--- src/rtl/alu_nibble_sequencer.sv ---
// Nibble-serial controller for one external 4-bit '181-style ALU slice: WIDTH-bit ops, LSB nibble first.
// Optional registered A=B flag output (aeqb) when ALU_NIBBLE_SEQUENCER_AEQB_EN is defined.
module alu_nibble_sequencer #(
    parameter int unsigned WIDTH = 16
) (
    input  logic             clk,
    input  logic             reset,
    input  logic             start,
    input  logic [3:0]       op_s,
    input  logic             op_m,
    input  logic             cin_n,
    input  logic [WIDTH-1:0] a_in,
    input  logic [WIDTH-1:0] b_in,
    output logic             busy,
    output logic             done,
    output logic [WIDTH-1:0] result,
    output logic             cout_n,
    output logic             zero,
    output logic [3:0]       slc_a,
    output logic [3:0]       slc_b,
    output logic [3:0]       slc_s,
    output logic             slc_m,
    output logic             slc_ci,
    input  logic [3:0]       slc_f,
    input  logic             slc_co
`ifdef ALU_NIBBLE_SEQUENCER_AEQB_EN
    ,
    output logic             aeqb
`endif
);

    localparam int unsigned NIBBLES = WIDTH / 4;
    localparam int unsigned IDX_W   = (NIBBLES > 1) ? $clog2(NIBBLES) : 1;

    typedef enum logic [1:0] {
        IDLE,
        RUN,
        DONE
    } state_t;

    state_t           state;
    state_t           state_next;
    logic             load;
    logic             capture;
    logic             last;
    logic [IDX_W-1:0] idx;
    logic [WIDTH-1:0] a_reg;
    logic [WIDTH-1:0] b_reg;
    logic [3:0]       s_reg;
    logic             m_reg;
    logic             carry;
    logic [WIDTH-1:0] result_next;

    assign last = (idx == IDX_W'(NIBBLES - 1));

    always_ff @(posedge clk or posedge reset) begin
        if (reset) begin
            state <= IDLE;
        end else begin
            state <= state_next;
        end
    end

    // A start is accepted in DONE as well as IDLE, which gives back-to-back operation.
    always_comb begin
        state_next = state;
        load       = 1'b0;
        capture    = 1'b0;
        case (state)
            IDLE: begin
                if (start) begin
                    load       = 1'b1;
                    state_next = RUN;
                end
            end
            RUN: begin
                capture = 1'b1;
                if (last) begin
                    state_next = DONE;
                end
            end
            DONE: begin
                if (start) begin
                    load       = 1'b1;
                    state_next = RUN;
                end else begin
                    state_next = IDLE;
                end
            end
            default: state_next = IDLE;
        endcase
    end

    assign busy   = (state == RUN);
    assign done   = (state == DONE);
    assign slc_a  = capture ? a_reg[{idx, 2'b00} +: 4] : '0;
    assign slc_b  = capture ? b_reg[{idx, 2'b00} +: 4] : '0;
    assign slc_s  = s_reg;
    assign slc_m  = m_reg;
    assign slc_ci = carry;

    // Full result including the nibble being captured, so zero is valid in the done cycle.
    always_comb begin
        result_next = result;
        result_next[{idx, 2'b00} +: 4] = slc_f;
    end

    always_ff @(posedge clk or posedge reset) begin
        if (reset) begin
            idx    <= '0;
            a_reg  <= '0;
            b_reg  <= '0;
            s_reg  <= '0;
            m_reg  <= 1'b0;
            carry  <= 1'b1;
            result <= '0;
            cout_n <= 1'b1;
            zero   <= 1'b1;
        end else if (load) begin
            idx    <= '0;
            a_reg  <= a_in;
            b_reg  <= b_in;
            s_reg  <= op_s;
            m_reg  <= op_m;
            carry  <= cin_n;
        end else if (capture) begin
            result <= result_next;
            carry  <= slc_co;
            idx    <= last ? '0 : idx + IDX_W'(1);
            if (last) begin
                cout_n <= m_reg ? 1'b1 : slc_co;
                zero   <= (result_next == '0);
            end
        end
    end

`ifdef ALU_NIBBLE_SEQUENCER_AEQB_EN
    logic all_f;

    always_ff @(posedge clk or posedge reset) begin
        if (reset) begin
            all_f <= 1'b1;
            aeqb  <= 1'b0;
        end else if (load) begin
            all_f <= 1'b1;
        end else if (capture) begin
            all_f <= all_f & (slc_f == 4'hF);
            if (last) begin
                aeqb <= all_f & (slc_f == 4'hF);
            end
        end
    end
`endif

endmodule

--- config.mk ---
export PLATFORM = sky130hd
export DESIGN_NAME = alu_nibble_sequencer
export DESIGN_NICKNAME = d
export VERILOG_FILES = /design/src/rtl/alu_nibble_sequencer.sv
export SDC_FILE = /design/constraint.sdc
export NUM_CORES = 1
export LEC_CHECK = 0
export ABC_CLOCK_PERIOD_IN_PS = 2600
export BUFFER_PORTS_ARGS = -buffer_cell sky130_fd_sc_hd__buf_2
export CAP_MARGIN = 20
export CORE_MARGIN = 5
export CORE_UTILIZATION = 46
export CTS_CLUSTER_DIAMETER = 50
export DETAILED_ROUTE_END_ITERATION = 10
export PLACE_DENSITY_LB_ADDON = 0.15
export REMOVE_ABC_BUFFERS = 1
export SLEW_MARGIN = 15
export SYNTH_ARGS = -nofsm -noshare
export SYNTH_HDL_FRONTEND = slang
export SYNTH_SLANG_ARGS = --single-unit
export TNS_END_PERCENT = 50
--- constraint.sdc ---
create_clock -name clk -period 2.6 [get_ports clk]
set_clock_uncertainty 0.2 [all_clocks]
set_input_delay 0.13 -clock clk [delete_from_list [all_inputs] [get_ports clk]]
set_output_delay 0.13 -clock clk [all_outputs]
set_load 0.05 [all_outputs]
==> out/summary.log, run 1 <==
[status] status completed
[cells_and_area] number of filler cells placed in the layout 456
[place] Post-Place Worst Slack 0.398 ns
[routing] first-iteration detailed-routing DRC count 62
[critical_path] category of the worst setup path capture point output port
[pwr] cell area power density 1380 nW/um^2
[global_route] global route hottest layer met2
[place] gpl congestion 0.780
[routing] number of detailed-route iterations in the first pass 4
[logic_synthesis] xor/xnor cell area share of the yosys netlist 0
[logic_synthesis] Ys Warns 0
[global_route] routing usage on met1 0.237
[cells_and_area] Area growth, synth to finish 41.4%
[logic_synthesis] number of distinct library cells after synthesis 38
[critical_path] category of the critical setup timing path reg -> out
[logic_synthesis] proportion of synthesized flip-flops having asynchronous set or reset 1.00
[sta] final critical-path share of the clock period 0.885
[sta] Rel. slew slack 0.532
[cells_and_area] most common cell after layout, fill and taps aside sky130_fd_sc_hd__buf_2
[logic_synthesis] area fraction in compound gates after synthesis 0.0870
[cells_and_area] footprint of the multi-input gates 1210 um^2
[die] starting density of the core 0.469
[logic_synthesis] EDFF count, synth 0
[sta] slew at the pin closest to its max-slew limit 0.701 ns
[pwr] Worst IR Drop VDD 0.000733 V
[clock_network] number of setup buffers added after CTS 0
[routing] Residual DRC 0
[global_route] overall overflow remaining after global route 0
[logic_synthesis] main combinational cell family by area after synthesis multiplexers
[sta] Hold Worst Slack 0.257 ns
[die] Die Outline Area 7660 um^2
[logic_synthesis] synthesized cell area 2760 um^2
[logic_synthesis] average cell area after synthesis 13.5 um^2
[sta] final setup fails 0
[critical_path] critical path startpoint category flop
[clock_network] clock-pin slew on the worst setup and hold paths 0.06 ns
[sta] worst setup margin 0.300 ns
[pwr] Lkg Pwr 1.85 nW
[critical_path] required time at the worst-slack endpoint 2.27 ns
[critical_path] WP data arrival 1.97 ns
[cells_and_area] final standard cell area without fillers 3910 um^2
[min_path] class of the tightest hold or removal check in -> async
[routing] remaining antenna violation count 0
[die] Row Count 28
[cells_and_area] share of layout cells above drive strength 1 0.459
[routing] final wirelength 6.54 mm
[routing] average vias per placed instance 5.17
[logic_synthesis] area share of the largest cell type after synthesis 0.516
[global_route] met3 Usage GRT 0.0634
[clock_network] CTS HTree Levels 3
[clock_network] clock insertion delay at the later pin of the skew report 0.33 ns
[critical_path] delay of the slowest cell on the worst path 0.55 ns
[global_route] number of antenna violations at the first check in global routing 0
[clock_network] Clock Path Buffers 2
[die] Die Span X 87.5 um
[place] total of buffers placed on input and output ports 79
[global_route] pin count of the biggest net entering global routing 41
[die] area of the placeable core 5890 um^2
[logic_synthesis] top_reg_cell synth sky130_fd_sc_hd__dfrtp_1
[clock_network] TritonCTS clock tree done
[cells_and_area] commonest non-fill, non-tap cells in the layout sky130_fd_sc_hd__buf_2, sky130_fd_sc_hd__dfrtp_1, sky130_fd_sc_hd__dlygate4sd3_1
[cells_and_area] Seq. cell area 1510 um^2
[logic_synthesis] share of synthesized cell area in and, or, nand and nor gates 0.0996
[clock_network] clock buffers created by TritonCTS 9
[sta] unrepaired setup endpoints after global routing false
[logic_synthesis] share of the yosys chip area belonging to registers 0.545
[sta] highest attainable clock frequency 435 MHz
[global_route] via count of the first global-routing pass 2346
[logic_synthesis] dominant cell type by area after synthesis sky130_fd_sc_hd__dfrtp_1
[cells_and_area] ANT cells 0
[pwr] Power Total 5.40 mW
[critical_path] CP Cell Sequence nand2b_1 > inv_1 > and2_1 > buf_2
[logic_synthesis] Synth Register Bits 60
[sta] Fin. Hold Viols 0
[logic_synthesis] Synth area leaders sky130_fd_sc_hd__dfrtp_1, sky130_fd_sc_hd__mux2_2, sky130_fd_sc_hd__mux4_2
[clock_network] Sink Count 60
[die] height of the chip 87.5 um
[cells_and_area] Final #Nets 387
[global_route] Global Route met2 Usage 0.310
[logic_synthesis] Cells after Synth 205
[logic_synthesis] adder-cell share of the synthesized area 0.0272
[clock_network] Root Buffer sky130_fd_sc_hd__clkbuf_8
[place] Detailed Place HPWL 4.26 mm
[sta] Tmin final 2.30 ns
[logic_synthesis] mux share of post-synthesis cell area 0.220
[die] Top Ports 80
[global_route] Global Route Usage Sum 0.189
[routing] DR WL/cell 15.8 um
[critical_path] Worst path slowest cell sky130_fd_sc_hd__inv_1
[critical_path] highest net fanout along the worst path 22
[sta] number of max-slew violations in the final report 0
[global_route] global-route wire length before repair 11.1 mm
[run] number of maximum-capacitance constraint violations 0
[place] placed standard-cell area 3270 um^2
[routing] total number of vias 2136
## critical path, delay by kind of cell (launching register included)
kind	cells	cell delay [ns]
buffers and inverters	2	0.82
DFF	1	0.37
and+or+nand+nor	2	0.45
## per-layer routing
metal | vias up | routed length, um
li1 | 1014 | -
met1 | 1051 | 2800
met2 | 61 | 3270
met3 | 10 | 357
met4 | 0 | 109
met5 | - | 0
## what timing repair did
| item | in CTS | in global routing |
|---|---|---|
| resized for setup | 0 | 0 |
| hold buffers | 45 | 0 |
| hold endpoints to repair | 82 | 0 |
## power breakdown
part	internal (mW)	switching (mW)	leakage (nW)
logic	1.11	1.83	1.02
clock network	0.483	0.331	0.0983
registers	1.40	0.248	0.734
total	2.99	2.41	1.85
## Yosys cell counts, drive strengths merged (2+ instances only)
cell and number:
dfrtp 57, mux2 38, a22o 15, nand2 13, and2 8, mux4 8
clkbuf 7, nor2 7, ha 6, inv 6, nor4 4, o21ai 4
and3 3, dfstp 3, and4 2, buf 2, nor2b 2, nor3b 2
o22ai 2
## worst paths after layout
check	from	end	slack, ns	depth (start not counted)
max in group asynchronous	reset	b_reg[9]	1.35	4
min reg2reg	slc_ci	slc_ci	0.26	2
min in group clk	slc_ci	slc_ci	0.26	2
max	state[1]	slc_b[0]	0.30	4
min	reset	slc_s[1]	0.26	3
max reg2reg	idx[0]	zero	0.36	6
## logic make-up (layout without fill, tap and decap cells)
family / count (synthesis) / in the layout
adders and majority gates: 6 / 6
muxes: 46 / 46
buffers and inverters: 15 / 148
and+or+nand+nor: 48 / 48
DFF: 60 / 60
AOI/OAI and AO/OA: 30 / 30
## final cells by class
class,count,area share
clock buffers,12,0.0397
well taps,75,0.0240
multi-input cells,130,0.309
clock inverters,2,0.00897
repair buffers,128,0.227
inverters,6,0.00577
flip-flops and latches,60,0.385
## stage by stage
step                      instances  TNS, ns  utilization
after floorplan                 196   -11.63            -
after detailed placement        354        0        0.555
after CTS                       413        0        0.664
after global routing            413        0        0.664
after global placement          354        0        0.555
final                           413        0        0.664
(Power assumes the default switching activity.)
==> inputs of run 2 (changes only) <==
CTS_CLUSTER_DIAMETER = not set   (was 50)
MAX_ROUTING_LAYER = met4   (was not set)
==> run 2 against run 1 <==
Effect of this change: via count up 0.80%; die area did not move; routed wire length is 0.28% higher; register-to-register slack better by 0.03 ns; final area unchanged.
==> out/summary.log, run 2 (synthesis gave the netlist of run 1 again) <==
[critical_path] critical path startpoint category flop
[routing] final wirelength 6.56 mm
[global_route] overall overflow remaining after global route 0
[critical_path] Worst Reg2Reg Path Length in Cells 6
[die] height of the chip 87.5 um
[cells_and_area] ANT cells 0
[sta] sum of negative setup slack 0 ns
[clock_network] clock insertion delay at the later pin of the skew report 0.33 ns
[clock_network] Clock Path Buffers 2
[pwr] Power Total 5.40 mW
[cells_and_area] Area growth, synth to finish 41.4%
[sta] slew at the pin closest to its max-slew limit 0.692 ns
[die] Row Count 28
[clock_network] TritonCTS clock tree done
[critical_path] WP data arrival 1.96 ns
[critical_path] category of the worst setup path capture point output port
[critical_path] required time at the worst-slack endpoint 2.27 ns
[global_route] routing usage on met1 0.241
[clock_network] Root Buffer sky130_fd_sc_hd__clkbuf_8
[place] Detailed Place HPWL 4.26 mm
[run] number of maximum-capacitance constraint violations 0
[cells_and_area] share of layout cells above drive strength 1 0.459
[global_route] pin count of the biggest net entering global routing 41
[sta] Tmin final 2.29 ns
[global_route] number of antenna violations at the first check in global routing 0
[clock_network] number of setup buffers added after CTS 0
[place] total of buffers placed on input and output ports 79
[routing] DR WL/cell 15.9 um
[sta] final critical-path share of the clock period 0.879
[critical_path] highest net fanout along the worst path 22
[pwr] cell area power density 1380 nW/um^2
[critical_path] Worst R2R Start idx[0]
[global_route] global-route wire length before repair 11.1 mm
[global_route] met3 Usage GRT 0.0605
[routing] total number of vias 2153
[clock_network] clock buffers created by TritonCTS 9
[clock_network] CTS HTree Levels 3
[status] status completed
[die] Die Span X 87.5 um
[min_path] class of the tightest hold or removal check in -> async
[global_route] via count of the first global-routing pass 2342
[critical_path] category of the critical setup timing path reg -> out
[sta] number of max-slew violations in the final report 0
[sta] Rel. slew slack 0.538
[cells_and_area] Final #Nets 387
[cells_and_area] most common cell after layout, fill and taps aside sky130_fd_sc_hd__buf_2
[pwr] Worst IR Drop VDD 0.000732 V
[critical_path] Setup crit end slc_b[0]
[clock_network] Sink Count 60
[pwr] Lkg Pwr 1.85 nW
[routing] Residual DRC 0
[cells_and_area] commonest non-fill, non-tap cells in the layout sky130_fd_sc_hd__buf_2, sky130_fd_sc_hd__dfrtp_1, sky130_fd_sc_hd__dlygate4sd3_1
[sta] highest attainable clock frequency 437 MHz
[sta] unrepaired setup endpoints after global routing false
[sta] Fin. Hold Viols 0
[global_route] Global Route met2 Usage 0.310
[routing] remaining antenna violation count 0
[routing] first-iteration detailed-routing DRC count 68
[routing] number of detailed-route iterations in the first pass 5
[clock_network] clock-pin slew on the worst setup and hold paths 0.06 ns
[global_route] global route hottest layer met2
[die] Top Ports 80
[die] starting density of the core 0.469
[die] Die Outline Area 7660 um^2
[routing] average vias per placed instance 5.21
[die] area of the placeable core 5890 um^2
[global_route] Global Route Usage Sum 0.195
[sta] final setup fails 0
[cells_and_area] final design utilization 0.664
[critical_path] slack of the worst reg-to-reg path 0.39 ns
[place] placed standard-cell area 3270 um^2
[cells_and_area] final standard cell area without fillers 3910 um^2
[place] gpl congestion 0.791
[critical_path] worst reg2reg path endpoint zero
[critical_path] timing startpoint of the critical path state[1]
## run 2: worst max-delay path, cell delays in order, from the launching register on
cell and delay [ns]:
sky130_fd_sc_hd__dfrtp_1 0.37, sky130_fd_sc_hd__nand2b_1 0.21, sky130_fd_sc_hd__inv_1 0.54, sky130_fd_sc_hd__and2_1 0.24
sky130_fd_sc_hd__buf_2 0.26
## run 2: power breakdown
group | internal [mW] | total [mW] | switching (mW) | leakage [nW]
clock | 0.483 | 0.815 | 0.332 | 0.0983
combinational | 1.11 | 2.94 | 1.83 | 1.02
sequential | 1.40 | 1.65 | 0.247 | 0.734
total | 2.99 | 5.40 | 2.41 | 1.85
## run 2: layout make-up
type | count | area, um^2
inverters | 6 | 22.5
clock buffers | 12 | 155
repair buffers | 128 | 888
flip-flops and latches | 60 | 1510
fillers | 456 | 1980
clock inverters | 2 | 35.0
multi-input cells | 130 | 1210
well taps | 75 | 93.8
## run 2: worst min path at each step
stage | startpoint | endpoint | slack (ns) | depth (start not counted)
final | reset | slc_s[1] | 0.26 | 3
after global routing | slc_ci | slc_ci | 0.29 | 2
after CTS | slc_ci | slc_ci | 0.26 | 2
after detailed placement | reset | slc_s[1] | 0.08 | 2
after global placement | reset | slc_s[1] | 0.07 | 2
after floorplan | cin_n | slc_ci | 0.06 | 2
## run 2: what timing repair did
item | in CTS | in global routing
hold buffers | 45 | 0
gates resized for setup | 0 | 0
endpoints found under the hold margin | 82 | 0
## run 2: through the flow
step	instances	hold slack (ns)	worst slack (ns)
floorplan	196	0.0591	-0.292
global placement	354	0.0726	0.467
detailed placement	354	0.0801	0.398
CTS	413	0.264	0.307
global route	413	0.294	0.159
finish	413	0.258	0.314
## run 2: per-layer routing
layer  up-vias  part of all wire
li1       1014                 -
met5         -                 0
met3        10             0.054
met1      1063              0.43
met2        66              0.50
met4         0             0.017
